$ cat config.mk
export PLATFORM = sky130hd
export DESIGN_NAME = bcd_two_digit_adder
export DESIGN_NICKNAME = d
export VERILOG_FILES = /design/src/rtl/bcd_two_digit_adder.sv
export SDC_FILE = /design/constraint.sdc
export NUM_CORES = 1
export LEC_CHECK = 0
export CAP_MARGIN = 10
export CORE_MARGIN = 2
export CORE_UTILIZATION = 47
export DETAILED_ROUTE_END_ITERATION = 16
export HOLD_SLACK_MARGIN = 0.06
export PLACE_DENSITY = 0.84
export SYNTH_ARGS = -nofsm -noshare
export SYNTH_HDL_FRONTEND = slang
export SYNTH_SLANG_ARGS = --single-unit
$ cat constraint.sdc
create_clock -name clk -period 9.6 [get_ports clk]
set_input_delay 1.44 -clock clk [delete_from_list [all_inputs] [get_ports clk]]
set_output_delay 1.44 -clock clk [all_outputs]
set_load 0.005 [all_outputs]
$ cat src/rtl/bcd_two_digit_adder.sv
// Registered packed-BCD adder: ripple of decimal digit stages, one-cycle
// latency, valid-qualified result and a flag for non-BCD input digits.
module bcd_two_digit_adder #(
    parameter int N = 8
) (
    input  logic         clk,
    input  logic         rst,
    input  logic         in_valid,
    input  logic [N-1:0] A,
    input  logic [N-1:0] B,
    input  logic         cin,
    output logic [N-1:0] S,
    output logic         cout,
    output logic         out_valid,
    output logic         bcd_err
);

    localparam int D = N / 4;

    // Widths that are not a whole number of digits make no sense for BCD.
    if (N <= 0 || (N % 4) != 0) begin : g_bad_width
        $error("bcd_two_digit_adder: N must be a positive multiple of 4");
    end

    // One decimal digit: binary add, then add 6 to skip codes 10..15 when
    // the digit overflows. Returns {carry_out, digit}.
    function automatic logic [4:0] bcd_digit(input logic [3:0] a,
                                             input logic [3:0] b,
                                             input logic       c);
        logic [4:0] t;
        logic [4:0] adj;
        t   = {1'b0, a} + {1'b0, b} + {4'b0000, c};
        adj = t + 5'd6;
        if (t > 5'd9) begin
            bcd_digit = {1'b1, adj[3:0]};
        end else begin
            bcd_digit = {1'b0, t[3:0]};
        end
    endfunction

    // A digit value above 9 is not legal BCD.
    function automatic logic not_bcd(input logic [3:0] d);
        not_bcd = (d > 4'd9);
    endfunction

    logic [D:0]   carry;
    logic [N-1:0] sum;
    logic [D-1:0] err;

    assign carry[0] = cin;

    for (genvar i = 0; i < D; i++) begin : g_digit
        assign {carry[i+1], sum[4*i +: 4]} = bcd_digit(A[4*i +: 4], B[4*i +: 4], carry[i]);
        assign err[i] = not_bcd(A[4*i +: 4]) | not_bcd(B[4*i +: 4]);
    end

    // ---- stage p1: registered result ----
    logic [N-1:0] s_p1;
    logic         cout_p1;
    logic         err_p1;
    logic         vld_p1;

    // Capture a new result only on valid input; otherwise hold the last one.
    always_ff @(posedge clk) begin
        if (rst) begin
            s_p1    <= '0;
            cout_p1 <= 1'b0;
            err_p1  <= 1'b0;
            vld_p1  <= 1'b0;
        end else begin
            vld_p1 <= in_valid;
            if (in_valid) begin
                s_p1    <= sum;
                cout_p1 <= carry[D];
                err_p1  <= |err;
            end
        end
    end

    assign S         = s_p1;
    assign cout      = cout_p1;
    assign bcd_err   = err_p1;
    assign out_valid = vld_p1;

endmodule

==> results by group, run 1 <==
Outcome
  • Outcome: completed

GRT
  • First-pass GRT wire length: 3.03 mm
  • GRT Util Overall: 19.3%
  • Number of global-route vias before repair: 769
  • Initial antenna violation count: 0
  • GR Overflow Total: 0
  • Largest net degree at the start of global routing: 15

CTS
  • Clk sinks: 11
  • Reg clk slew, reported paths: 0.07 ns
  • Setup Buffers After CTS: 0
  • CTS tree: built
  • TritonCTS buffer count: 3
  • Root Driver: clkbuf_4
  • Post-cts sizing count: 0
  • Clk buf depth: 2
  • Skew-Pair Late Insertion Delay: 0.27 ns
  • Hold buffers post-CTS: 0
  • H-tree levels: 1

STA
  • # setup viols final: 0
  • Least-Margin Pin Slew: 0.477 ns
  • Pins Over Slew Limit: 0
  • Unrepaired setup endpoints after global routing: no
  • Final Hold Vio Count: 0
  • Setup_tns: 0 ns
  • Hold slack final: 0.475 ns
  • F_max: 0.171 GHz
  • Tmin final: 5.85 ns
  • Clock skew: 0 ns
  • Final worst-path cycle share: 60.9%
  • Relative slew slack: 68.2%

Die
  • Total die area: 0.00219 mm^2
  • Die Span Y: 46.8 um
  • Row cnt: 15
  • Starting Density: 49.9%
  • Die span in x: 46.8 um
  • Core Footprint: 0.00173 mm^2
  • I/O pin count: 31

Worst setup path
  • Worst path slowest cell: fa_1
  • Critical path arrival: 6.02 ns
  • Crit-path leading delay family: adder cells
  • Worst-path fanout max: 4
  • Levels on crit path: 17
  • Critical Path Max Stage Delay: 0.46 ns
  • Required time worst endpoint: 9.77 ns
  • CP bufs+invs: 2
  • Most frequent CP cell: fa_1
  • Crit-path cells: clkdlybuf4s50_1, fa_1, fa_1, xnor2_1, ha_1, a21boi_0, nor2_1, a21boi_0, fa_1, inv_1, fa_1, xnor2_1, ha_1, a22oi_1, and3_4, or3_1, a32o_1
  • Reg2Reg Depth: 3
  • Worst Setup Start Kind: input port
  • WS Path Type: in2reg
  • Critical Path Sink Type: flop

Routing
  • Via density: 5.42
  • Detailed-route via count: 845
  • DR WL/cell: 11.7 um
  • Drt pass-1 iters: 4
  • WL final: 1.83 mm
  • Antenna violation net count after detailed routing: 0
  • Initial DRC count: 11
  • DRC viols: 0

Power
  • Maximum VDD drop: 0.0670 mV
  • Leakage power: 0.507 nW
  • PD cells: 138 mW/mm^2
  • Gate power share: 47.5%
  • Int Pwr: 0.112 mW
  • Clock power share: 19.0%
  • Switching portion of total power: 33.1%
  • Share of power burned in registers: 33.5%
  • Psw: 0.0552 mW

Finish
  • Fin util: 70.1%
  • Filler instances: 150
  • Layout cells sized above 1: 5.34%
  • Nets: 165
  • Multi-input logic area: 607 um^2
  • Area growth from synthesis to layout: 40.7%
  • Antenna diodes: 0
  • FF+latch area: 220 um^2
  • Post-route cell area: 0.00121 mm^2

Synthesis
  • Leading post-synthesis cells by cell area: dfxtp_1 26%, ha_1 13%, fa_1 9.3%
  • Synth warnings: 0
  • Biggest area consumer among synthesized cells: dfxtp_1
  • Synth Flop Type: dfxtp_1
  • Syn_nets: 132
  • Cell Area, Synth: 861 um^2
  • Synthesized area per cell: 8.70 um^2
  • Post-synth EDFFs: 0
  • Register area share after synthesis: 25.6%
  • Yosys top cell area share: 25.6%
  • Yosys reg bits: 11
  • Cells after Synth: 99
  • Post-synth ARST share: 0%
  • Synth cell count leaders: 11 x dfxtp_1, 11 x nor2_1, 11 x o21ai_0
  • Synth cell types: 34

Min path
  • Worst hold path class: reg2reg
  • Hold Path Cell Cnt: 2

Run
  • Max Cap Viol: 0

Placed design
  • Cell Area, Placed: 0.00118 mm^2
  • HPWL Detailed: 1.58 mm
  • Placer Congestion: 0.786
  • Port Buffers: 30
## state kept, by name, summed over array words and instances (netlist names)
signal and cells:
S 8, bcd_err 1, cout 1, out_valid 1
## final timing paths
check,from,end,slack (ns)
max,A[0],S[5],3.75
min,S[6],S[6],0.48
max reg2reg,S[2],S[2],8.76
min reg2reg,S[6],S[6],0.48
## placed cells by master, fill, tap and decap left out, drive strengths merged, types with 3 or more instances in the layout
master         instances
xnor2                  3
nand2                  4
a21oi                  5
clkdlybuf4s50         30
inv                    7
dfxtp                 11
fa                     4
ha                     9
nor2                  11
nand4                  3
clkbuf                 4
a211oi                 4
o21ai                 11
a21o                   3
## power by group through the flow
stage | Sequential (mW) | Combinational [mW] | Clock, mW
4_1_cts | 0.0559 | 0.0795 | 0.0330
2_1_floorplan | 0.0572 | 0.0460 | 0
3_5_place_dp | 0.0570 | 0.0789 | 0
6_report | 0.0558 | 0.0793 | 0.0317
5_1_grt | 0.0564 | 0.0892 | 0.0349
3_3_place_gp | 0.0565 | 0.0762 | 0
## worst reg2reg max path: cells and delay by family (launching register included)
family	cells	cell delay, ns
AO/OA/AOI/OAI	1	0.07
flip-flops	1	0.33
multiplexers	1	0.26
AND/OR/NAND/NOR	1	0.07
## metrics by stage
step	total power [mW]	worst slack, ns	instances
final	0.167	3.75	156
after global placement	0.133	3.55	152
after detailed placement	0.136	3.46	152
after floorplan	0.103	4.25	99
after CTS	0.168	3.73	156
after global routing	0.180	3.48	156
## cell families after synthesis
| family | Yosys count | synth area share, % |
|---|---|---|
| AND/OR/NAND/NOR | 29 | 18.5 |
| multiplexers | 2 | 2.47 |
| adder cells (fa/ha/maj) | 13 | 22.4 |
| flip-flops | 11 | 25.6 |
| AO/OA/AOI/OAI | 31 | 23.1 |
| buffers and inverters | 9 | 3.92 |
| XOR/XNOR | 4 | 4.07 |
## area by class of cell
class | instances | share of cell area (%)
Sequential cell | 11 | 18.2
Multi-Input combinational cell | 79 | 50.1
Tap cell | 25 | 2.58
Inverter | 7 | 2.17
Clock buffer | 4 | 2.17
Timing Repair Buffer | 30 | 24.8
## metal layers
layer / wire length [um] / vias up / GRT usage (%) / part of all wire, %
met5: 0 / - / 0 / 0
met4: 38 / 0 / 11.1 / 2.1
met3: 90 / 5 / 3.08 / 4.9
met2: 906 / 29 / 34.2 / 50
met1: 790 / 383 / 21.8 / 43
li1: - / 428 / - / -
Power figures use the tool's default switching activity.
==> run 2: changes to the inputs <==
--- a/config.mk
+++ b/config.mk
@@ -7,10 +7,10 @@
 export LEC_CHECK = 0
 export CAP_MARGIN = 10
 export CORE_MARGIN = 2
-export CORE_UTILIZATION = 47
+export CORE_UTILIZATION = 44
 export DETAILED_ROUTE_END_ITERATION = 16
 export HOLD_SLACK_MARGIN = 0.06
-export PLACE_DENSITY = 0.84
+export PLACE_DENSITY = 0.79
 export SYNTH_ARGS = -nofsm -noshare
 export SYNTH_HDL_FRONTEND = slang
 export SYNTH_SLANG_ARGS = --single-unit
==> constraint.sdc (replaced) <==
create_clock -name clk -period 5.44 [get_ports clk]
set_input_delay 0.816 -clock clk [delete_from_list [all_inputs] [get_ports clk]]
set_output_delay 0.816 -clock clk [all_outputs]
set_load 0.005 [all_outputs]
==> results by group, run 2 (synthesized netlist as in run 1, its figures left out) <==
GRT
  • Number of global-route vias before repair: 768 (-0.13%)
  • GR Overflow Total: 0 (unchanged)
  • Initial antenna violation count: 0 (unchanged)
  • GRT Util Overall: 18.2% (-1.2 points)
  • Largest net degree at the start of global routing: 15 (unchanged)
  • First-pass GRT wire length: 2.99 mm (-1.2%)

STA
  • Pins Over Slew Limit: 0 (unchanged)
  • Final Hold Vio Count: 0 (unchanged)
  • Tmin final: 5.01 ns
  • Final worst-path cycle share: 92.1%
  • Unrepaired setup endpoints after global routing: no
  • F_max: 0.200 GHz
  • Clock skew: 0 ns (unchanged)
  • Hold slack final: 0.477 ns (+0.00169 ns)
  • Least-Margin Pin Slew: 0.455 ns (-0.0221 ns)
  • Relative slew slack: 69.6% (+1.4 points)
  • # setup viols final: 0 (unchanged)

Finish
  • Most common cell after layout, fill and taps aside: clkdlybuf4s50_1
  • Layout cells sized above 1: 10.1% (+4.8 points)
  • Commonest cells after routing, fill and taps aside: 30 x clkdlybuf4s50_1, 11 x dfxtp_1, 11 x nor2_1, 11 x o21ai_0, 9 x ha_1
  • Multi-input logic area: 607 um^2 (unchanged)
  • Nets: 172 (+4.2%)
  • Area growth from synthesis to layout: 46.8%
  • FF+latch area: 220 um^2 (unchanged)
  • Max reg flops: 8 (unchanged)
  • Antenna diodes: 0 (unchanged)
  • Post-route cell area: 0.00126 mm^2 (+4.3%)
  • Filler instances: 155 (+3.3%)

Routing
  • DR WL/cell: 11.9 um (+1.6%)
  • Initial DRC count: 9 (-2)
  • DRC viols: 0 (unchanged)
  • Drt pass-1 iters: 4 (unchanged)
  • Via density: 5.13 (-5.2%)
  • Antenna violation net count after detailed routing: 0 (unchanged)
  • WL final: 1.94 mm (+6.1%)
  • Detailed-route via count: 837 (-0.95%)

Die
  • Die span in x: 48.2 um (+3.1%)
  • Die Span Y: 48.2 um (+3.1%)
  • Core Footprint: 0.00178 mm^2 (+3.3%)
  • Row cnt: 15 (unchanged)
  • Total die area: 0.00233 mm^2 (+6.2%)
  • I/O pin count: 31 (unchanged)
  • Starting Density: 48.3% (-1.6 points)

CTS
  • Skew-Pair Late Insertion Delay: 0.26 ns (about the same)
  • Post-cts sizing count: 0 (unchanged)
  • CTS tree: built
  • Clk buf depth: 2 (unchanged)
  • Hold buffers post-CTS: 0 (unchanged)
  • Root Driver: clkbuf_4
  • TritonCTS buffer count: 3 (unchanged)
  • Reg clk slew, reported paths: 0.06 ns (about the same)
  • H-tree levels: 1 (unchanged)
  • Setup Buffers After CTS: 0 (unchanged)
  • Clk sinks: 11 (unchanged)

Placed design
  • Cell Area, Placed: 0.00124 mm^2 (+4.4%)
  • Placer Congestion: 0.787 (about the same)
  • HPWL Detailed: 1.74 mm (+9.8%)
  • Port Buffers: 30 (unchanged)

Worst setup path
  • Critical path arrival: 5.17 ns (-0.85 ns)
  • Most frequent CP cell: fa_1
  • Worst path slowest cell: fa_1
  • Worst Setup Start Kind: input port
  • Worst-path fanout max: 3 (-1)
  • Critical Path Max Stage Delay: 0.47 ns (about the same)
  • Crit-path leading delay family: adder cells
  • CP bufs+invs: 2 (unchanged)
  • WS Path Type: in2reg
  • Critical Path Sink Type: flop
  • Required time worst endpoint: 5.60 ns (-4.17 ns)
  • Crit-path cells: clkdlybuf4s50_1, fa_1, fa_1, xnor2_1, ha_1, a21boi_1, nor2_1, a21boi_1, fa_1, inv_1, fa_1, xnor2_1, ha_1, a22oi_1, and3_4, or3_1, a32o_1

Power
  • Maximum VDD drop: 0.113 mV (+68%)
  • PD cells: 245 mW/mm^2 (+78%)
  • Leakage power: 0.543 nW (+7.0%)
  • Tot Pwr: 0.309 mW (+85%)

Run
  • Max Cap Viol: 0 (unchanged)

Outcome
  • Outcome: completed

Min path
  • Worst hold path class: reg2reg
run 2: changes by cell type in the layout (fill, tap and decap cells not counted):
cell | before | now
a21boi_0 | 2 | 0
buf_4 | 0 | 7
a21boi_1 | 0 | 2
run 2: worst reg2reg max path, cell delays in order, from the launching register on:
cell and delay (ns):
dfxtp_1 0.33, nand2_1 0.07, o21ai_0 0.08, mux2_2 0.26
run 2: metrics by stage:
stage / TNS (ns) / setup slack (ns) / instances / utilization, %
after floorplan: 0 / 0.713 / 99 / -
after global placement: 0 / 0.159 / 159 / 69.4
after detailed placement: -0.0612 / -0.0612 / 159 / 69.4
after CTS: 0 / 0.214 / 163 / 70.9
after global routing: 0 / 0.0587 / 163 / 70.9
final: 0 / 0.428 / 163 / 70.9
run 2: final cells by class:
class	instances	area share, %
Multi-Input combinational cell	79	48.0
Timing Repair Buffer	37	27.9
Sequential cell	11	17.4
Tap cell	25	2.48
Clock buffer	4	2.08
Inverter	7	2.08
run 2: layer usage:
layer / wire [um] / share of wire [%] / track usage, % / up-vias
met3: 87 / 4.5 / 1.11 / 2
met5: 0 / 0 / 0 / -
met4: 18 / 0.93 / 4.86 / 0
li1: - / - / - / 444
met1: 807 / 42 / 19.8 / 366
met2: 1020 / 53 / 36.8 / 25
run 2: worst paths after layout:
kind,startpoint,to,slack (ns),cells past startpoint
hold reg to reg,S[6],S[6],0.48,2
setup / recovery,A[0],S[5],0.43,17
hold / removal,S[6],S[6],0.48,2
setup reg to reg,S[2],S[2],4.59,3
run 2: power breakdown:
part	leakage (nW)	switching, mW	internal, mW
registers	0.0913	0.00626	0.0926
logic	0.437	0.0672	0.0896
clock network	0.0150	0.0252	0.0284
total	0.543	0.0987	0.211
